### config.mk
export PLATFORM = sky130hd
export DESIGN_NAME = serial_sum_decoder
export DESIGN_NICKNAME = d
export VERILOG_FILES = /design/src/rtl/serial_sum_decoder_pkg.sv /design/src/rtl/full_subtractor_bit.sv /design/src/rtl/serial_sum_decoder.sv
export SDC_FILE = /design/constraint.sdc
export NUM_CORES = 1
export LEC_CHECK = 0
export CAP_MARGIN = 20
export CORE_MARGIN = 2
export CORE_UTILIZATION = 45
export CTS_BUF_LIST = sky130_fd_sc_hd__clkbuf_8
export DETAILED_ROUTE_END_ITERATION = 7
export PLACE_DENSITY = 0.71
export SYNTH_ARGS = -nofsm -noshare
export SYNTH_HDL_FRONTEND = slang
export SYNTH_SLANG_ARGS = --single-unit
export TNS_END_PERCENT = 30
### constraint.sdc
create_clock -name clk -period 3.05 [get_ports clk]
set_input_delay 0.7625 -clock clk [delete_from_list [all_inputs] [get_ports clk]]
set_output_delay 0.7625 -clock clk [all_outputs]
set_load 0.02 [all_outputs]
### src/rtl/serial_sum_decoder_pkg.sv
// Shared types and width helpers for the bit-serial sum decoder.
package serial_sum_decoder_pkg;

    typedef enum logic [0:0] {
        IDLE,
        SHIFT
    } state_e;

    // Sum operand width: one carry bit above the addend width.
    function automatic int unsigned sum_width(input int unsigned width);
        return width + 1;
    endfunction

    // Counter must reach WIDTH (the last processed bit index).
    function automatic int unsigned cnt_width(input int unsigned width);
        return $clog2(width + 1);
    endfunction

endpackage

### src/rtl/full_subtractor_bit.sv
// Combinational 1-bit full subtractor: d = x - y - bin, with borrow out.
module full_subtractor_bit (
    input  logic x_i,
    input  logic y_i,
    input  logic bin_i,
    output logic d_o,
    output logic bout_o
);

    // Borrow when x is 0 and anything is taken, or when both y and bin are taken.
    always_comb begin
        d_o    = x_i ^ y_i ^ bin_i;
        bout_o = (~x_i & (y_i | bin_i)) | (y_i & bin_i);
    end

endmodule

### src/rtl/serial_sum_decoder.sv
// Recovers addend a from sum = a + b + cin, one bit per clock, LSB first.
module serial_sum_decoder
    import serial_sum_decoder_pkg::*;
#(
    parameter int unsigned WIDTH = 3
) (
    input  logic             clk,
    input  logic             rst_n,
    input  logic             start,
    input  logic [WIDTH:0]   sum_i,
    input  logic [WIDTH-1:0] addend_i,
    input  logic             cin_i,
    output logic             busy,
    output logic             done,
    output logic [WIDTH-1:0] diff_o,
    output logic             err_o
);

    localparam int unsigned SUM_W = sum_width(WIDTH);
    localparam int unsigned CNT_W = cnt_width(WIDTH);
    localparam logic [CNT_W-1:0] LastCnt = CNT_W'(WIDTH);

    state_e           state_q;
    logic [SUM_W-1:0] sum_sr_q;
    logic [SUM_W-1:0] b_sr_q;
    logic [SUM_W-1:0] res_q;
    logic [SUM_W-1:0] res_d;
    logic             borrow_q;
    logic             borrow_d;
    logic             diff_bit;
    logic [CNT_W-1:0] cnt_q;
    logic             busy_q;
    logic             done_q;
    logic [WIDTH-1:0] diff_q;
    logic             err_q;

    // The cell is shared across all bit positions; the shift registers feed it.
    full_subtractor_bit u_cell (
        .x_i   (sum_sr_q[0]),
        .y_i   (b_sr_q[0]),
        .bin_i (borrow_q),
        .d_o   (diff_bit),
        .bout_o(borrow_d)
    );

    // Result register after this cycle's bit enters at the MSB.
    always_comb begin
        res_d = {diff_bit, res_q[SUM_W-1:1]};
    end

    // FSM, datapath registers and registered handshake/result outputs.
    always_ff @(posedge clk or negedge rst_n) begin
        if (!rst_n) begin
            state_q  <= IDLE;
            sum_sr_q <= '0;
            b_sr_q   <= '0;
            res_q    <= '0;
            borrow_q <= 1'b0;
            cnt_q    <= '0;
            busy_q   <= 1'b0;
            done_q   <= 1'b0;
            diff_q   <= '0;
            err_q    <= 1'b0;
        end else begin
            done_q <= 1'b0;
            case (state_q)
                IDLE: begin
                    if (start) begin
                        sum_sr_q <= sum_i;
                        b_sr_q   <= {1'b0, addend_i};
                        borrow_q <= cin_i;
                        res_q    <= '0;
                        cnt_q    <= '0;
                        busy_q   <= 1'b1;
                        state_q  <= SHIFT;
                    end
                end
                SHIFT: begin
                    sum_sr_q <= sum_sr_q >> 1;
                    b_sr_q   <= b_sr_q >> 1;
                    borrow_q <= borrow_d;
                    res_q    <= res_d;
                    cnt_q    <= cnt_q + CNT_W'(1);
                    if (cnt_q == LastCnt) begin
                        // A leftover borrow or a set top bit means a does not fit in WIDTH bits.
                        diff_q  <= res_d[WIDTH-1:0];
                        err_q   <= borrow_d | res_d[WIDTH];
                        done_q  <= 1'b1;
                        busy_q  <= 1'b0;
                        state_q <= IDLE;
                    end
                end
                default: begin
                    state_q <= IDLE;
                    busy_q  <= 1'b0;
                end
            endcase
        end
    end

    assign busy   = busy_q;
    assign done   = done_q;
    assign diff_o = diff_q;
    assign err_o  = err_q;

endmodule

Yosys cells after proc, flatten, opt, wreduce, memory -nomap -nowiden
Cells that the tools add are included.
{"block": "totals", "register_bits": 22, "input_bits": 11, "output_inout_bits": 6, "wordCells": 43}
{"block": "classes", "addsub": 1, "eq_ne": 3, "muxes": 18, "bitwise": 9, "n_reduce_logical": 2}
{"op": "one-hot mux 4 bit (2 select lines)", "n": 3}
{"op": "two-way mux 4 bit", "n": 3}
{"op": "two-way mux 1 bit", "n": 7}
{"op": "one-hot mux 1 bit (2 select lines)", "n": 3}
{"op": "one-hot mux 2 bit (2 select lines)", "n": 1}
{"op": "AND reduction 2 bit", "n": 2}
{"op": "bitwise OR 1 bit", "n": 3}
{"op": "adder 2 x 1 -> 2 bit, second input constant", "n": 1}
{"op": "bitwise AND 1 bit", "n": 2}
{"op": "== test 2 bit, second input constant", "n": 1}
{"op": "two-way mux 2 bit", "n": 1}
{"op": "inequality test 2 x 1 -> 1 bit, second input constant", "n": 1}
{"op": "inequality test 2 bit, second input constant", "n": 1}
{"op": "NOT 1 bit", "n": 2}
{"op": "XOR 1 bit", "n": 2}

Depth between registers and ports, before layout
{"block": "logic_depth", "ltp_word": 4, "ltp_mapped": 4, "depth_no_buf": 4}

Modules after synthesis
A second synthesis with hierarchy kept.
{"block": "unflattened", "hier_cells": 71, "hier_area_um2": 863.3}
{"module": "serial_sum_decoder", "n_inst": 1, "cells_each": 68, "area_each_um2": 835.8, "seq_area_each_um2": 500.5}
{"module": "full_subtractor_bit", "n_inst": 1, "cells_each": 3, "area_each_um2": 27.5, "seq_area_each_um2": 0.0}

Least setup slack after synthesis
Ideal clock, no wire load.
{"block": "synth_timing", "path_type": "input -> register", "startpoint": "in start", "endpoint": "reg borrow_q", "setup_ns": 0.125, "t_arrival_ns": 1.130, "required_time_ns": 2.925, "path_slack_ns": 1.794, "path_stages": 3, "path_buffers": 1, "path_cell_list": "buf_6 -> mux2i_1 -> mux2i_1"}
{"block": "synth_between", "elab_chain_cells": 1}
{"element": "from (decl)", "line_no": "serial_sum_decoder.sv:9", "rtl": "input logic start,"}
{"element": "inequality test 2 bit (no source line)"}
{"element": "to (signal assigned)", "line_no": "serial_sum_decoder.sv:71", "rtl": "borrow_q <= cin_i;"}
{"element": "to (signal assigned)", "line_no": "serial_sum_decoder.sv:81", "rtl": "borrow_q <= borrow_d;"}
{"element": "to (decl)", "line_no": "serial_sum_decoder.sv:28", "rtl": "logic borrow_q;"}
Every way passes these cells.
A chain may end at the register's enable or synchronous reset.

Final worst setup path
{"block": "layout_timing", "startpoint": "reg err_q, in the netlist err_o", "endpoint": "out err_o"}
{"element": "from (decl)", "line_no": "serial_sum_decoder.sv:35", "rtl": "logic err_q;"}
{"element": "from (signal assigned)", "line_no": "serial_sum_decoder.sv:87", "rtl": "err_q <= borrow_d | res_d[WIDTH];"}
{"element": "to (decl)", "line_no": "serial_sum_decoder.sv:16", "rtl": "output logic err_o"}
No word-level cell between the ends.

==> results by group <==
Outcome
  – Outcome: finished, final reports clean

Run
  – Max_cap viols: 0

Global route
  – Vias in the first global route: 476
  – Pin count of the biggest net entering global routing: 26
  – Met3 layer usage reported by global route: 3.40%
  – Fraction of met2 tracks used by global routing: 18.1%
  – Peak-usage layer in the global routing report: met1
  – Number of antenna violations at the first check in global routing: 0
  – Total routing resource utilization after global routing: 14.7%
  – Met1 Use GR: 23.9%
  – Wire length of the first global-routing pass: 2.24 mm
  – Global route total overflow: 0

Hold path
  – Type of the most critical hold path: register to register
  – Destination of the worst hold path: sum_sr_q[1]$_DFFE_PN0P_
  – Instance count along the most critical hold path: 2
  – Worst Min Path Start: sum_sr_q[2]$_DFFE_PN0P_

Detailed routing
  – Average wire per standard cell: 12.7 microns
  – Via density: 4.75
  – Number of nets still failing antenna checks after routing: 0
  – Via count: 518
  – Iteration-0 DRC Markers: 14
  – DRC violations left: 0
  – 1st-pass router iterations: 3
  – Wire length reported by the detailed router: 1.38 mm

Critical path
  – Logic depth of the worst register-to-register path: 2
  – Reg2reg end: diff_o[0]$_DFFE_PN0P_
  – Largest driver fanout on the critical path: 2
  – Cell breakdown of the critical path: clkdlybuf4s50_1
  – Category of the critical setup timing path: register to output pin
  – Kind of start point of the critical path: register
  – Arrival time worst endpoint: 1.23 ns
  – Data required time at the worst endpoint: 2.29 ns
  – Setup slack, reg-to-reg: 1.55 ns
  – Delay of the slowest cell on the worst path: 0.61 ns
  – Buf+Inv Stages, Crit Path: 1
  – Slowest library cell on the worst path: clkdlybuf4s50_1
  – Crit Reg-Reg Startpoint: state_q$_DFF_PN0_
  – Family of cells with the greatest summed delay on the critical path: buffers and inverters
  – CP Capture Type: output pin

CTS
  – Post-CTS setup buffer count: 0
  – Total of cells resized after clock tree synthesis: 0
  – Clk_lat worst skew: 0.25 ns
  – Worst-path clk slew: 0.07 ns
  – Number of buffers inserted during clock tree synthesis: 3
  – Maximum root-to-sink buffer count: 2
  – Maximum level of the CTS H-tree: 1
  – CTS root buf: clkbuf_8
  – CTS tree: built
  – # hold bufs at CTS: 0
  – Number of clock sinks: 20

Placed design
  – Number of port buffers: 16
  – Gp weighted congestion: 0.661
  – DPL Wire Length: 944 microns
  – Placed Instance Area: 1020 sq um

Floorplan
  – IO Count: 17
  – Die Width: 47.7 microns
  – Die footprint: 2280 sq um
  – Initial cell density of the core: 48.8%
  – Core Footprint: 1760 sq um
  – Die Ht: 47.7 microns
  – Num rows: 15

Yosys
  – Synthesized netlist net count: 82
  – Mean cell area of the mapped netlist: 12.5 sq um
  – Top-area cell type share of the netlist area: 58.1%
  – Synth unique cells: 21
  – Synth top area cells: dfrtp_1 58%, mux2i_1 10%, mux2_4 5.2%, a22o_1 3.1%, o21ai_1 2.9%
  – Share of the yosys chip area belonging to registers: 58.1%
  – Library cell occupying the most area in the post-synthesis netlist: dfrtp_1
  – Ys Warns: 0
  – #FFs+latches synth: 20
  – Cell area after synthesis: 861 sq um
  – Post-Syn Instances: 69

Power and ir drop
  – Static leakage power: 0.000503 uW
  – Worst supply voltage drop on vdd: 0.000700 V
  – Power per cell area: 954 nW/um^2
  – Power, Total: 1020 uW

Cells and area
  – Relative area change from synthesis to final layout: 23.7%
  – Nets@finish: 99
  – Fill cells: 159
  – Number of diodes added for antenna fixing: 0
  – Post-layout instance area: 1060 sq um
  – Fraction of final layout cells sized beyond drive strength 1: 10.7%

Timing
  – Count of final setup violators: 0
  – Timing-limited maximum frequency: 501 MHz
  – Max transition margin: 43.1%
  – Number of endpoints with negative hold slack in the final report: 0
  – Share of the cycle needed by the critical path after routing: 65.4%
  – RSZ-0062 raised after global routing: false
  – Transition time at the pin with the least slew margin: 0.851 ns
  – Final setup skew: 0.000456 ns
  – Final Slew Violations: 0
  – Post-route minimum period: 2.00 ns
  – Setup TNS: 0 ns
-- area by class of cell --
type,count,area [sq um],share of cell area [%]
tap,25,31.3,2.94
multi-input combinational,40,313,29.4
timing repair buffer,16,160,15.0
sequential,20,500,47.0
clock buffer,3,41.3,3.88
inverter,5,18.8,1.76
-- cells in the mapped netlist --
library cell	n
nor2_2	1
a21oi_1	2
o21ai_0	1
buf_2	2
buf_6	1
mux2i_1	9
ha_1	1
mux2_4	3
o21ai_1	5
nor2_1	3
nand2b_1	1
a22o_1	3
nand2_1	6
fa_1	1
buf_4	1
dfrtp_1	20
mux2_2	1
o22ai_1	1
nand2_2	1
inv_1	5
a41oi_1	1
-- placed cells by master, fill, tap and decap left out, drive strengths merged --
cell type	count
dfrtp	20
fa	1
a22o	3
nand2	7
a41oi	1
nor2	4
clkbuf	3
ha	1
mux2	4
clkdlybuf4s50	16
inv	5
o21ai	6
mux2i	9
o22ai	1
a21oi	2
nand2b	1
-- power breakdown --
part | switching (uW) | internal, uW
Combinational | 170 | 217
Sequential | 91.0 | 372
Clock | 78.0 | 87.7
-- registers in the layout, summed over array words and instances, names as in the netlist --
| signal | count |
|---|---|
| sum_sr_q | 4 |
| diff_o | 3 |
| b_sr_q | 3 |
| busy | 1 |
| res_q | 3 |
| err_o | 1 |
| done | 1 |
| cnt_q | 2 |
| state_q | 1 |
| borrow_q | 1 |
-- cell families after synthesis --
family / Yosys count / synth area share, %
AOI/OAI and AO/OA: 13 / 9.45
muxes: 13 / 17.0
DFF: 20 / 58.1
buffers and inverters: 9 / 5.52
adders and majority gates: 2 / 3.78
and+or+nand+nor: 12 / 6.11
-- routing by layer --
| metal | vias up | wire length [microns] | part of all wire [%] |
|---|---|---|---|
| li1 | 268 | - | - |
| met1 | 235 | 765 | 55 |
| met2 | 13 | 540 | 39 |
| met3 | 2 | 51 | 3.7 |
| met4 | 0 | 25 | 1.8 |
| met5 | - | 0 | 0 |
-- worst max-delay path by stage --
stage          cells past startpoint                    to               from  slack (ns)
6_report                           1                 err_o  err_o$_DFFE_PN0P_        1.05
5_1_grt                            1                 err_o  err_o$_DFFE_PN0P_        1.02
4_1_cts                            1                 err_o  err_o$_DFFE_PN0P_        1.06
3_5_place_dp                       3  cnt_q[0]$_DFFE_PN0P_              start        0.85
3_3_place_gp                       3  cnt_q[0]$_DFFE_PN0P_              start        0.89
2_1_floorplan                      3  borrow_q$_DFFE_PN0P_              start        1.79
-- through the flow --
step,setup WS [ns],instances,hold slack (ns),utilization [%]
detailed placement,0.848,106,0.475,58.0
CTS,1.06,109,0.494,60.4
finish,1.05,109,0.488,60.4
global route,1.02,109,0.518,60.4
global placement,0.889,106,0.466,58.0
floorplan,1.79,69,0.455,-
No activity file was read; power rests on OpenSTA's default activity.
